==> src/rtl/router_arbiter.sv <==
// router_arbiter: four-requester, packet-aware round-robin arbiter feeding a shared
// 1-to-4 router datapath.
//
// Ports:
//   clk, resetn      clock, asynchronous active-low reset
//   req_valid[4]     beat valid per requester
//   req_data         beat data, requester i at [i*DATA_WIDTH +: DATA_WIDTH]
//   req_addr[8]      destination port, requester i at [2*i +: 2]
//   req_last[4]      final beat of packet per requester
//   req_ready[4]     combinational accept, one-hot or zero
//   dest_ready[4]    router output port p can accept a beat
//   router_din       registered beat data to router
//   router_din_en    registered beat strobe
//   router_addr      registered destination port
//   grant_cnt[64]    per-requester packet counters (only with ROUTER_ARB_STATS_EN)
//
// Optional feature macro: ROUTER_ARB_STATS_EN adds saturating 16-bit packet counters.

module router_arbiter #(
  parameter int unsigned DATA_WIDTH = 32
) (
  input  logic                    clk,
  input  logic                    resetn,
  input  logic [3:0]              req_valid,
  input  logic [4*DATA_WIDTH-1:0] req_data,
  input  logic [7:0]              req_addr,
  input  logic [3:0]              req_last,
  output logic [3:0]              req_ready,
  input  logic [3:0]              dest_ready,
  output logic [DATA_WIDTH-1:0]   router_din,
  output logic                    router_din_en,
  output logic [1:0]              router_addr
`ifdef ROUTER_ARB_STATS_EN
  ,
  output logic [63:0]             grant_cnt
`endif
);

  typedef enum logic [0:0] {StIdle, StBusy} state_e;

  state_e     state_q, state_d;
  logic [1:0] rr_ptr_q, rr_ptr_d;
  logic [1:0] owner_q, owner_d;
  logic [1:0] lock_addr_q, lock_addr_d;

  logic [3:0] eligible;
  logic [1:0] sel;
  logic [1:0] dest_addr;
  logic       found;
  logic       xfer;
  logic       first_beat;

  always_comb begin
    for (int i = 0; i < 4; i++) begin
      eligible[i] = req_valid[i] && dest_ready[req_addr[2*i +: 2]];
    end
  end

  always_comb begin
    state_d     = state_q;
    rr_ptr_d    = rr_ptr_q;
    owner_d     = owner_q;
    lock_addr_d = lock_addr_q;
    req_ready   = '0;
    sel         = '0;
    found       = 1'b0;
    xfer        = 1'b0;
    first_beat  = 1'b0;

    unique case (state_q)
      StIdle: begin
        // Scan from rr_ptr with 2-bit wraparound; first eligible requester wins.
        for (int k = 0; k < 4; k++) begin
          logic [1:0] idx;
          idx = rr_ptr_q + 2'(k);
          if (!found && eligible[idx]) begin
            found = 1'b1;
            sel   = idx;
          end
        end
        if (found) begin
          req_ready  = 4'b0001 << sel;
          xfer       = 1'b1;
          first_beat = 1'b1;
          rr_ptr_d   = sel + 2'd1;
          if (!req_last[sel]) begin
            state_d     = StBusy;
            owner_d     = sel;
            lock_addr_d = req_addr[2*sel +: 2];
          end
        end
      end
      StBusy: begin
        sel            = owner_q;
        req_ready[sel] = dest_ready[lock_addr_q];
        xfer           = req_valid[sel] && dest_ready[lock_addr_q];
        if (xfer && req_last[sel]) begin
          state_d = StIdle;
        end
      end
      default: state_d = StIdle;
    endcase
  end

  // Owner's live req_addr is ignored once the packet is locked.
  assign dest_addr = (state_q == StBusy) ? lock_addr_q : req_addr[2*sel +: 2];

  always_ff @(posedge clk or negedge resetn) begin
    if (!resetn) begin
      state_q     <= StIdle;
      rr_ptr_q    <= '0;
      owner_q     <= '0;
      lock_addr_q <= '0;
    end else begin
      state_q     <= state_d;
      rr_ptr_q    <= rr_ptr_d;
      owner_q     <= owner_d;
      lock_addr_q <= lock_addr_d;
    end
  end

  always_ff @(posedge clk or negedge resetn) begin
    if (!resetn) begin
      router_din    <= '0;
      router_din_en <= 1'b0;
      router_addr   <= '0;
    end else begin
      router_din_en <= xfer;
      if (xfer) begin
        router_din  <= req_data[sel*DATA_WIDTH +: DATA_WIDTH];
        router_addr <= dest_addr;
      end
    end
  end

`ifdef ROUTER_ARB_STATS_EN
  logic [15:0] cnt_q [4];

  always_ff @(posedge clk or negedge resetn) begin
    if (!resetn) begin
      for (int i = 0; i < 4; i++) cnt_q[i] <= '0;
    end else begin
      for (int i = 0; i < 4; i++) begin
        if (first_beat && (sel == 2'(i)) && (cnt_q[i] != 16'hFFFF)) begin
          cnt_q[i] <= cnt_q[i] + 16'd1;
        end
      end
    end
  end

  assign grant_cnt = {cnt_q[3], cnt_q[2], cnt_q[1], cnt_q[0]};
`else
  logic unused_first_beat;
  assign unused_first_beat = first_beat;
`endif

endmodule

==> config.mk <==
export PLATFORM = sky130hd
export DESIGN_NAME = router_arbiter
export DESIGN_NICKNAME = d
export VERILOG_FILES = /design/src/rtl/router_arbiter.sv
export SDC_FILE = /design/constraint.sdc
export NUM_CORES = 1
export LEC_CHECK = 0
export BUFFER_PORTS_ARGS = -buffer_cell sky130_fd_sc_hd__buf_4
export CORE_MARGIN = 3
export CORE_UTILIZATION = 40
export DETAILED_ROUTE_END_ITERATION = 8
export PLACE_DENSITY = 0.77
export SETUP_SLACK_MARGIN = 0.15
export SYNTH_ARGS = -nofsm -noshare
export SYNTH_HDL_FRONTEND = slang
export SYNTH_SLANG_ARGS = --single-unit
==> constraint.sdc <==
create_clock -name clk -period 2 [get_ports clk]
set_input_delay 0.3 -clock clk [delete_from_list [all_inputs] [get_ports clk]]
set_output_delay 0.3 -clock clk [all_outputs]
set_load 0.03 [all_outputs]
==> reports/qor_table.md, run 1 <==
| Group | Quantity | Value |
|:---|:---|:---|
| detailed routing | Total number of vias | 3507 |
| clocking | Clock root buffer | sky130_fd_sc_hd__clkbuf_8 |
| floorplanning | Initial cell density of the core | 41.6% |
| timing | Peak Freq | 440 MHz |
| timing | Crit path setup slack, layout | -0.275 ns |
| layout | Fill cell instance count of the final layout | 438 |
| layout | Final design instance area without fill | 6250 um^2 |
| timing | Number of slew-limit violations in the final report | 0 |
| detailed routing | Total length of routed wires | 12.6 mm |
| layout | Footprint of the flip-flops and latches | 1050 um^2 |
| min path | Worst hold-check path type | in -> reg |
| layout | Most frequent cells in the layout | sky130_fd_sc_hd__buf_4, sky130_fd_sc_hd__dfrtp_1, sky130_fd_sc_hd__nor2_1, sky130_fd_sc_hd__mux2i_1, sky130_fd_sc_hd__a221oi_2 |
| layout | Final Net Count | 692 |
| setup path | Crit-path cells | buf_4 > mux2i_2 > o22ai_1 > o221a_4 > a2bb2oi_4 > buf_12 > ha_4 > a32o_2 > buf_6 |
| floorplanning | Die area | 9230 um^2 |
| detailed routing | Average via count per standard cell | 5.47 |
| synth | Synthesized area per cell | 11.1 um^2 |
| setup path | Endpoint kind of the worst setup timing path | primary output |
| detailed routing | Routed len/inst | 19.7 um |
| grt | Tot GR Track Use | 25.1% |
| clocking | Number of buffers inserted during clock tree synthesis | 5 |
| synth | Net count after synthesis | 447 |
| outcome | Violated checks | setup timing |
| detailed routing | Detailed Route Iter0 Violations | 107 |
| synth | Syn Inst Count | 293 |
| clocking | Clock transition at the register clock pins on the worst setup and hold paths after CTS | 0.10 ns |
| setup path | Maximum cell stage delay along the critical path | 0.32 ns |
| clocking | Number of clock sinks seen by CTS | 42 |
| layout | Count of antenna diodes in the layout | 0 |
| detailed routing | First drt pass iteration count | 4 |
| timing | Setup repair after global routing missed its margin | true |
| timing | Transition at the pin with the smallest max-transition slack | 0.560 ns |
| grt | Total gr overflow | 0 |
| timing | Max_slew headroom | 62.6% |
| synth | Count of yosys warnings during synthesis | 0 |
| placement | HPWL reported at the end of detailed placement | 8.48 mm |
| outcome | Result of the run | finished, violations left |
| pwr | Maximum VDD drop | 0.902 mV |
| timing | Total of endpoints with negative setup slack in the final report | 43 |
| timing | Final setup skew | 0.0166 ns |
| floorplanning | Number of top-level design ports | 189 |
| grt | Pin count of the biggest net entering global routing | 43 |
| setup path | Critical path type | in -> out |
| clocking | H-tree levels | 2 |
| layout | Fraction of final layout cells with drive strength greater than 1 | 71.2% |
| placement | Post-place instance area | 5020 um^2 |
| setup path | Startpoint Class | primary input |
| pwr | Leak | 2.87 nW |
| synth | FF+latch count, synth | 42 |
| synth | Sequential fraction of the synthesis area | 32.4% |
| setup path | Signal arrival time at the worst endpoint | 1.98 ns |
| setup path | Data required, critical path | 1.70 ns |
| timing | Hold violation count in the final report | 0 |
| clocking | Clock tree buffer depth | 2 |
| setup path | Maximum fanout encountered on the critical timing path | 3 |
| layout | Layout Area Growth over Synthesis | 92.7% |
| placement | IO buf count | 188 |
| timing | Period utilization | 114% |
| floorplanning | Die span in x | 96.1 um |
| timing | Final critical-path required period | 2.28 ns |
| job | Max-cap violations | 0 |
| grt | Antenna violations before repair | 0 |
| placement | Gp weighted congestion | 0.848 |
| detailed routing | Final antenna-violating net count | 0 |
| clocking | Latest clock arrival within the worst-skew pair | 0.30 ns |
| layout | Most common cell after layout, fill and taps aside | sky130_fd_sc_hd__buf_4 |
| grt | Number of global-route vias before repair | 3649 |
| detailed routing | Residual DRC | 0 |
| synth | Distinct cells, synth | 42 |
| clocking | CTS tree | yes |
| floorplanning | Area of the core region | 7810 um^2 |
| grt | Global-route wire length before repair | 17.8 mm |
| layout | Total area of multi-input combinational cells | 2610 um^2 |
| floorplanning | Placement Rows | 32 |
| floorplanning | Die H | 96.1 um |
| placement | Worst Setup Slack post-DPL | -0.405 ns |
| synth | Post-synthesis instance area | 3240 um^2 |
| setup path | Library cell contributing the largest single delay on the critical path | sky130_fd_sc_hd__o221a_4 |
| pwr | Power density normalized to cell area | 1580 nW/um^2 |
| timing | Total negative slack | -8.81 ns |
-- cell type report --
cell class                      instances  share of cell area, %
Clock buffer                            6                   1.32
Clock inverter                          2                  0.960
Inverter                                8                  0.560
Multi-Input combinational cell        222                   41.7
Sequential cell                        42                   16.8
Tap cell                              102                   2.04
Timing Repair Buffer                  259                   36.6
-- power breakdown --
group	switching, mW	internal, mW
logic	3.64	3.82
clock network	0.310	0.533
registers	0.289	1.30
total	4.24	5.65
-- final timing paths --
check | from | end | slack [ns] | cells past startpoint
worst max-delay path | req_addr[7] | req_ready[3] | -0.28 | 9
worst min-delay path | req_data[105] | router_din[9] | 0.35 | 3
worst max register to register | rr_ptr_q[0] | router_din[21] | -0.21 | 10
worst min register to register | lock_addr_q[1] | lock_addr_q[1] | 0.56 | 1
max in group asynchronous | resetn | router_din[21] | 1.07 | 2
min in group asynchronous | resetn | router_din[7] | 0.52 | 2
-- logic make-up (layout without fill, tap and decap cells) --
logic type	count (synthesis)	after routing	share of synthesized area, %
multiplexers	86	86	28.2
AO/OA/AOI/OAI	69	69	24.0
AND/OR/NAND/NOR	63	63	8.33
flip-flops	42	42	32.4
buffers and inverters	29	275	5.51
adder cells (fa/ha/maj)	4	4	1.54
-- metal layers --
metal | up-vias | global-route usage (%) | wire length, um
met2 | 129 | 43.2 | 6740
met3 | 23 | 3.91 | 550
li1 | 1637 | - | -
met4 | 0 | 10.1 | 293
met5 | - | 0 | 0
met1 | 1718 | 31.3 | 5050
-- what timing repair did --
action | in CTS | in global routing
gates resized for setup | 75 | 61
buffers inserted | 18 | 3
endpoints found under the hold margin | 3 | 0
cloned | 7 | 1
setup endpoints to repair | 43 | 43
hold buffers | 1 | 0
pin swaps | 23 | 30
-- stage by stage --
| step | std cells | power [mW] | hold slack [ns] | utilization [%] |
|---|---|---|---|---|
| after detailed placement | 603 | 7.04 | 0.323 | 64.2 |
| after floorplan | 293 | 5.26 | 0.00441 | - |
| after global routing | 641 | 10.4 | 0.364 | 80.1 |
| after CTS | 637 | 9.28 | 0.356 | 75.3 |
| after global placement | 603 | 6.92 | 0.321 | 64.2 |
| final | 641 | 9.89 | 0.355 | 80.1 |
-- critical path, delay by kind of cell --
kind	cells	cell delay, ns
adder cells (fa/ha/maj)	1	0.14
multiplexers	1	0.27
buffers and inverters	3	0.38
AO/OA/AOI/OAI	4	0.87
-- flip-flops by register name (all words and copies together), names as in the netlist --
name and cells:
lock_addr_q 2, owner_q 2, router_addr 2, router_din 32
router_din_en 1, rr_ptr_q 2, state_q 1
-- cell usage after synthesis --
cell type	n	area, um^2
sky130_fd_sc_hd__a21boi_0	2	15.0
sky130_fd_sc_hd__a21boi_1	1	7.51
sky130_fd_sc_hd__a21boi_2	1	11.3
sky130_fd_sc_hd__a21o_1	2	15.0
sky130_fd_sc_hd__a221oi_1	2	17.5
sky130_fd_sc_hd__a221oi_2	30	450
sky130_fd_sc_hd__a2bb2oi_1	1	8.76
sky130_fd_sc_hd__a32o_1	2	20.0
sky130_fd_sc_hd__a41oi_1	2	17.5
sky130_fd_sc_hd__a41oi_2	1	16.3
sky130_fd_sc_hd__and2_1	2	12.5
sky130_fd_sc_hd__and3_1	3	18.8
sky130_fd_sc_hd__buf_1	2	7.51
sky130_fd_sc_hd__buf_12	1	20.0
sky130_fd_sc_hd__buf_2	7	35.0
sky130_fd_sc_hd__buf_4	2	15.0
sky130_fd_sc_hd__buf_6	5	56.3
sky130_fd_sc_hd__clkbuf_1	4	15.0
sky130_fd_sc_hd__dfrtp_1	42	1050
sky130_fd_sc_hd__ha_1	4	50.1
sky130_fd_sc_hd__inv_1	7	26.3
sky130_fd_sc_hd__inv_2	1	3.75
sky130_fd_sc_hd__mux2_2	3	33.8
sky130_fd_sc_hd__mux2i_1	79	791
sky130_fd_sc_hd__mux2i_4	1	22.5
sky130_fd_sc_hd__mux4_2	3	67.6
sky130_fd_sc_hd__nand2_1	14	52.6
sky130_fd_sc_hd__nand2b_1	4	25.0
sky130_fd_sc_hd__nand3_1	1	5.00
sky130_fd_sc_hd__nand3b_1	2	15.0
sky130_fd_sc_hd__nor2_1	35	131
sky130_fd_sc_hd__nor3_1	2	10.0
sky130_fd_sc_hd__o2111ai_1	4	35.0
sky130_fd_sc_hd__o211a_1	1	10.0
sky130_fd_sc_hd__o211ai_1	2	15.0
sky130_fd_sc_hd__o211ai_2	1	12.5
sky130_fd_sc_hd__o21a_1	2	15.0
sky130_fd_sc_hd__o21ai_0	4	20.0
sky130_fd_sc_hd__o221a_2	2	22.5
sky130_fd_sc_hd__o22a_1	4	35.0
sky130_fd_sc_hd__o22ai_1	2	12.5
sky130_fd_sc_hd__o31ai_1	3	22.5
(Power assumes the default switching activity.)
==> run 2, diff against run 1 <==
- CELL_PAD_IN_SITES_DETAIL_PLACEMENT: not set -> 1
- CELL_PAD_IN_SITES_GLOBAL_PLACEMENT: not set -> 1
- CORE_UTILIZATION: 40 -> 29
- PLACE_DENSITY: 0.77 -> not set
- PLACE_DENSITY_LB_ADDON: not set -> 0.1
==> reports/qor_table.md, run 2 (same netlist as run 1, synthesis figures left out) <==
| Group | Quantity | Value | Change |
|:---|:---|:---|:---|
| outcome | Result of the run | finished, violations left |  |
| outcome | Violated checks | hold timing, setup timing |  |
| clocking | Hold Buf Count CTS | 0 | -1 |
| pwr | Power spent charging and discharging nets | 4.01 mW | -5.4% |
| floorplanning | Area of the core region | 10600 um^2 | +36% |
| timing | Total of endpoints with negative setup slack in the final report | 41 | -4.7% |
| detailed routing | Routed len/inst | 19.7 um | +0.17% |
| setup path | Count of cells along the worst register-to-register path | 10 | unchanged |
| detailed routing | Residual DRC | 0 | unchanged |
| floorplanning | Number of top-level design ports | 189 | unchanged |
| clocking | Number of buffers inserted during clock tree synthesis | 5 | unchanged |
| clocking | Clock root buffer | sky130_fd_sc_hd__clkbuf_8 |  |
| setup path | Crit-path cells | buf_8 > mux2i_4 > o22a_2 > o21a_1 > o211a_4 > buf_6 > ha_4 > a32o_2 > buf_6 |  |
| min path | Worst hold-check path type | in -> async |  |
| layout | Most common cell after layout, fill and taps aside | sky130_fd_sc_hd__buf_4 |  |
| pwr | Switching Fraction | 44.7% | +1.8 points |
| layout | Flip-flop count of the largest register, all copies and words added | 32 | unchanged |
| timing | Hold violation count in the final report | 12 | +12 |
| clocking | CTS tree | yes |  |
| setup path | Maximum cell stage delay along the critical path | 0.27 ns | -0.05 ns |
| grt | Number of global-route vias before repair | 3731 | +2.2% |
| setup path | Library cell contributing the largest single delay on the critical path | sky130_fd_sc_hd__o211a_4 |  |
| placement | HPWL reported at the end of detailed placement | 9.93 mm | +17% |
| setup path | Data required, critical path | 1.70 ns | about the same |
| pwr | Internal power summed over all cells | 4.97 mW | -12% |
| pwr | Relative contribution of the clock network to total power | 7.7% | -0.8 points |
| layout | Final Net Count | 693 | +0.14% |
| floorplanning | Placement Rows | 37 | +16% |
| layout | Most frequent cells in the layout | sky130_fd_sc_hd__buf_4, sky130_fd_sc_hd__mux2i_1, sky130_fd_sc_hd__dfrtp_1, sky130_fd_sc_hd__nor2_1, sky130_fd_sc_hd__a221oi_2 |  |
| floorplanning | Initial cell density of the core | 30.6% | -11 points |
| floorplanning | Die span in x | 112 um | +16% |
| timing | Period utilization | 114% | +0.16 points |
| placement | Gp weighted congestion | 0.781 | -7.8% |
| grt | Total gr overflow | 0 | unchanged |
| clocking | Latest clock arrival within the worst-skew pair | 0.30 ns | about the same |
| detailed routing | First drt pass iteration count | 4 | unchanged |
| layout | Register with the highest flop count | router_din |  |
| setup path | Top delay family on crit path | compound AO/OA/AOI/OAI gates |  |
| timing | Number of slew-limit violations in the final report | 0 | unchanged |
| setup path | Critical path type | in -> out |  |
| placement | Post-place instance area | 5190 um^2 | +3.5% |
| detailed routing | Total length of routed wires | 13.3 mm | +5.6% |
| setup path | Endpoint kind of the worst setup timing path | primary output |  |
| job | Max-cap violations | 0 | unchanged |
| clocking | Number of clock sinks seen by CTS | 42 | unchanged |
| layout | Layout Area Growth over Synthesis | 79.7% |  |
| grt | Antenna violations before repair | 0 | unchanged |
| pwr | Maximum VDD drop | 0.663 mV | -26% |
| setup path | Signal arrival time at the worst endpoint | 1.98 ns | about the same |
| timing | Transition at the pin with the smallest max-transition slack | 0.588 ns | +0.0277 ns |
| setup path | Maximum fanout encountered on the critical timing path | 4 | +1 |
| placement | IO buf count | 188 | unchanged |
| pwr | Sequential Power Share | 17.6% | +1.6 points |
| clocking | Clock tree buffer depth | 2 | unchanged |
| floorplanning | Die H | 112 um | +16% |
| detailed routing | Detailed Route Iter0 Violations | 68 | -36% |
| timing | Max_slew headroom | 60.8% | -1.8 points |
| timing | Total negative slack | -7.64 ns | +1.17 ns |
| detailed routing | Final antenna-violating net count | 0 | unchanged |
| pwr | Leak | 2.82 nW | -1.6% |
| timing | Setup repair after global routing missed its margin | true |  |
| floorplanning | Die area | 12500 um^2 | +35% |
| grt | Global-route wire length before repair | 19.9 mm | +12% |
| pwr | Comb pwr share | 74.7% | -0.8 points |
| timing | Final setup skew | 0.0174 ns | +0.000843 ns |
| timing | Peak Freq | 439 MHz | -0.14% |
| placement | Worst Setup Slack post-DPL | -0.484 ns | -0.0790 ns |
| setup path | Minimum setup slack among reg-to-reg paths | -0.21 ns | about the same |
| layout | Final design instance area without fill | 5830 um^2 | -6.8% |
| timing | Worst hold margin | -0.0163 ns | -0.371 ns |
| timing | Final critical-path required period | 2.28 ns | +0.00328 ns |
| clocking | Clock transition at the register clock pins on the worst setup and hold paths after CTS | 0.09 ns | about the same |
| detailed routing | Average via count per standard cell | 5.05 | -7.6% |
| grt | Tot GR Track Use | 19.6% | -5.5 points |
| setup path | Startpoint Class | primary input |  |
| grt | Pin count of the biggest net entering global routing | 43 | unchanged |
| layout | Fraction of final layout cells with drive strength greater than 1 | 66.5% | -4.8 points |
| setup path | Number of buffers and inverters on the critical path | 3 | unchanged |
| pwr | Power density normalized to cell area | 1540 nW/um^2 | -2.6% |
| setup path | Worst r2r src | rr_ptr_q[0] |  |
| setup path | Worst reg2reg endpoint | router_din[6] |  |
| timing | Crit path setup slack, layout | -0.278 ns | -0.00328 ns |
| clocking | H-tree levels | 2 | unchanged |
| setup path | Dominant cell type by count on the critical path | sky130_fd_sc_hd__buf_6 |  |
| detailed routing | Total number of vias | 3416 | -2.6% |
| layout | Count of antenna diodes in the layout | 0 | unchanged |
## run 2: cell type report
| class | instances | area [um^2] |
|---|---|---|
| clock inverters | 2 | 37.5 |
| well taps | 136 | 170 |
| inverters | 8 | 32.5 |
| multi-input cells | 222 | 2300 |
| repair buffers | 260 | 2160 |
| flip-flops and latches | 42 | 1050 |
| fillers | 1148 | 4770 |
| clock buffers | 6 | 72.6 |
## run 2: worst reg2reg max path, cell delays in order, from the launching register on
cell and delay [ns]:
sky130_fd_sc_hd__dfrtp_2 0.41, sky130_fd_sc_hd__nor3_2 0.07, sky130_fd_sc_hd__o31ai_2 0.33, sky130_fd_sc_hd__o211a_4 0.24, sky130_fd_sc_hd__buf_4 0.15, sky130_fd_sc_hd__mux2i_4 0.09, sky130_fd_sc_hd__buf_4 0.16, sky130_fd_sc_hd__clkbuf_16 0.15
sky130_fd_sc_hd__buf_4 0.15, sky130_fd_sc_hd__mux2i_1 0.12, sky130_fd_sc_hd__a221oi_2 0.27
## run 2: worst max-delay path by stage
stage                     start             end  cells past startpoint
floorplan           req_addr[1]  router_din[13]                     10
global placement    req_addr[1]  router_din[14]                     10
detailed placement  req_addr[3]  router_din[12]                     10
CTS                 rr_ptr_q[0]    req_ready[3]                      7
global route        req_addr[1]   router_din[6]                     13
finish              req_addr[1]    req_ready[2]                      9
## run 2: per-layer routing
layer / GRT usage (%) / vias up / wire length [um]
met5: 0 / - / 0
li1: - / 1629 / -
met3: 6.09 / 14 / 866
met2: 34.2 / 118 / 6920
met1: 23.7 / 1655 / 5380
met4: 4.14 / 0 / 172
## run 2: through the flow
| stage | total power, mW | instances | utilization [%] |
|---|---|---|---|
| 2_1_floorplan | 5.26 | 293 | - |
| 3_3_place_gp | 7.29 | 650 | 49.0 |
| 3_5_place_dp | 7.41 | 650 | 49.0 |
| 4_1_cts | 8.55 | 667 | 52.5 |
| 5_1_grt | 9.53 | 676 | 55.0 |
| 6_report | 8.98 | 676 | 55.0 |
## run 2: repair_timing
item | CTS | global route
gates cloned | 1 | 3
gates resized for setup | 41 | 32
setup buffers | 8 | 6
setup endpoints to repair | 42 | 43
pin swaps | 14 | 7
## run 2: power groups by stage
| stage | Sequential, mW | Combinational, mW | Clock (mW) |
|---|---|---|---|
| after floorplan | 2.22 | 3.04 | 0 |
| after global placement | 1.58 | 5.71 | 0 |
| after detailed placement | 1.59 | 5.82 | 0 |
| after CTS | 1.58 | 6.25 | 0.712 |
| after global routing | 1.65 | 7.14 | 0.750 |
| final | 1.58 | 6.70 | 0.691 |
==> run 3, diff against run 2 <==
- CORE_UTILIZATION: 29 -> 35
- clock period: 2 -> 2.9 ns (I/O delays scaled with it)
==> reports/qor_table.md, run 3 (same netlist as run 1, synthesis figures left out) <==
| Group | Quantity | Value | Change |
|:---|:---|:---|:---|
| outcome | Result of the run | complete, no violations |  |
| floorplanning | Number of top-level design ports | 189 | unchanged |
| layout | Most frequent cells in the layout | sky130_fd_sc_hd__buf_4, sky130_fd_sc_hd__mux2i_1, sky130_fd_sc_hd__dfrtp_1, sky130_fd_sc_hd__nor2_1, sky130_fd_sc_hd__a221oi_2 |  |
| layout | Final Net Count | 631 | -8.9% |
| timing | Worst hold margin | 0.119 ns | +0.135 ns |
| detailed routing | First drt pass iteration count | 4 | unchanged |
| detailed routing | Total length of routed wires | 11.4 mm | -14% |
| detailed routing | Residual DRC | 0 | unchanged |
| floorplanning | Die area | 10500 um^2 | -16% |
| timing | Period utilization | 91.0% |  |
| grt | Pin count of the biggest net entering global routing | 43 | unchanged |
| timing | Peak Freq | 379 MHz |  |
| clocking | Number of buffers inserted during clock tree synthesis | 5 | unchanged |
| setup path | Startpoint Class | primary input |  |
| layout | Final design instance area without fill | 4880 um^2 | -16% |
| clocking | Clock transition at the register clock pins on the worst setup and hold paths after CTS | 0.09 ns | about the same |
| setup path | Data required, critical path | 2.47 ns | +0.77 ns |
| setup path | Crit-path cells | buf_4 > mux2i_1 > o22a_2 > o221a_2 > a2bb2oi_2 > buf_4 > ha_1 > a32o_1 > buf_4 |  |
| detailed routing | Average via count per standard cell | 5.42 | +7.2% |
| floorplanning | Die span in x | 102 um | -8.5% |
| clocking | CTS tree | yes |  |
| timing | Total of endpoints with negative setup slack in the final report | 0 | -100% |
| timing | Number of slew-limit violations in the final report | 0 | unchanged |
| timing | Crit path setup slack, layout | 0.260 ns | +0.539 ns |
| setup path | Top delay family on crit path | compound AO/OA/AOI/OAI gates |  |
| grt | Total gr overflow | 0 | unchanged |
| setup path | Maximum cell stage delay along the critical path | 0.32 ns | +0.05 ns |
| grt | Number of global-route vias before repair | 3397 | -9.0% |
| layout | Count of non-filler cells in the finished layout | 586 | -13% |
| setup path | Signal arrival time at the worst endpoint | 2.20 ns | +0.22 ns |
| setup path | Dominant cell type by count on the critical path | sky130_fd_sc_hd__buf_4 |  |
| layout | Register with the highest flop count | router_din |  |
| detailed routing | Final antenna-violating net count | 0 | unchanged |
| floorplanning | Die H | 102 um | -8.5% |
| placement | HPWL reported at the end of detailed placement | 9.07 mm | -8.7% |
| grt | Tot GR Track Use | 21.5% | +1.9 points |
| timing | Total negative slack | 0 ns | +7.64 ns |
| grt | Global-route wire length before repair | 17.4 mm | -13% |
| setup path | Critical path type | in -> out |  |
| setup path | Library cell contributing the largest single delay on the critical path | sky130_fd_sc_hd__o221a_2 |  |
| pwr | Power density normalized to cell area | 1040 nW/um^2 | -32% |
| placement | Instance count after placement with tap cells included | 577 | -11% |
| clocking | Latest clock arrival within the worst-skew pair | 0.29 ns | about the same |
| detailed routing | Total number of vias | 3175 | -7.1% |
| detailed routing | Routed len/inst | 19.5 um | -1.0% |
| clocking | Number of clock sinks seen by CTS | 42 | unchanged |
| setup path | Maximum fanout encountered on the critical timing path | 4 | unchanged |
| job | Max-cap violations | 0 | unchanged |
| timing | Final critical-path required period | 2.64 ns |  |
| layout | Count of antenna diodes in the layout | 0 | unchanged |
| placement | Worst Setup Slack post-DPL | 0.125 ns | +0.609 ns |
| floorplanning | Placement Rows | 34 | -8.1% |
| timing | Transition at the pin with the smallest max-transition slack | 0.967 ns | +0.379 ns |
| pwr | Overall power | 5.09 mW | -43% |
| layout | Fraction of final layout cells with drive strength greater than 1 | 53.3% | -13 points |
| pwr | Leak | 2.50 nW | -11% |
| layout | Most common cell after layout, fill and taps aside | sky130_fd_sc_hd__buf_4 |  |
| floorplanning | Initial cell density of the core | 36.7% | +6.1 points |
| layout | Flip-flop count of the largest register, all copies and words added | 32 | unchanged |
| min path | Worst hold-check path type | in -> async |  |
| layout | Share of the core filled with cells in the final layout | 55.1% | +0.12 points |
| clocking | H-tree levels | 2 | unchanged |
| clocking | Clock tree buffer depth | 2 | unchanged |
| placement | IO buf count | 188 | unchanged |
| placement | Gp weighted congestion | 0.875 | +12% |
| timing | Final setup skew | 0.00253 ns | -0.0149 ns |
| pwr | Maximum VDD drop | 0.472 mV | -29% |
| grt | Antenna violations before repair | 0 | unchanged |
| floorplanning | Area of the core region | 8850 um^2 | -17% |
| timing | Setup repair after global routing missed its margin | true |  |
| detailed routing | Detailed Route Iter0 Violations | 67 | -1.5% |
| setup path | Endpoint kind of the worst setup timing path | primary output |  |
| timing | Hold violation count in the final report | 0 | -12 |
| setup path | Number of buffers and inverters on the critical path | 3 | unchanged |
| clocking | Clock root buffer | sky130_fd_sc_hd__clkbuf_8 |  |
| timing | Max_slew headroom | 35.5% | -25 points |
| layout | Layout Area Growth over Synthesis | 50.3% |  |
| placement | Post-place instance area | 4760 um^2 | -8.4% |
-- run 3: timing repair --
action                                  4_1_cts  5_1_grt
buffers inserted                              0        1
gates resized for setup                       2        3
endpoints found under the setup margin        3        3
hold buffers                                  0        0
pin swaps                                     0        2
-- run 3: cell type report --
cell class,instances,area [um^2]
Inverter,8,30.0
Multi-Input combinational cell,222,2040
Sequential cell,42,1050
Timing Repair Buffer,198,1520
Clock inverter,1,8.76
Fill cell,1001,3970
Clock buffer,7,86.3
Tap cell,108,135
-- run 3: path summary, 6_finish.rpt --
check / slack [ns] / start / cells after the start / end
min in group clk: 0.49 / req_data[115] / 3 / router_din[19]
worst min register to register: 0.58 / router_addr[0] / 2 / router_addr[0]
worst max-delay path: 0.26 / req_addr[1] / 9 / req_ready[3]
max in group asynchronous: 2.36 / resetn / 1 / rr_ptr_q[0]
worst min-delay path: 0.12 / resetn / 1 / router_din[28]
worst max register to register: 0.47 / owner_q[0] / 5 / router_din[1]
-- run 3: per-layer routing --
| layer | track usage, % | vias up | wire, um |
|---|---|---|---|
| met5 | 0 | - | 0 |
| met3 | 6.35 | 17 | 968 |
| met1 | 24.5 | 1529 | 4410 |
| li1 | - | 1502 | - |
| met4 | 6.56 | 0 | 206 |
| met2 | 38.8 | 127 | 5860 |
-- run 3: power breakdown --
group / internal, mW / leakage (nW) / switching, mW
registers: 0.895 / 0.468 / 0.232
logic: 1.53 / 1.98 / 2.01
clock network: 0.197 / 0.0489 / 0.218
-- run 3: worst reg2reg max path: cells and delay by family, from the launching register on --
family / cells / cell delay [ns]
AO/OA/AOI/OAI: 2 / 0.61
multiplexers: 1 / 0.53
AND/OR/NAND/NOR: 2 / 0.70
flip-flops: 1 / 0.50
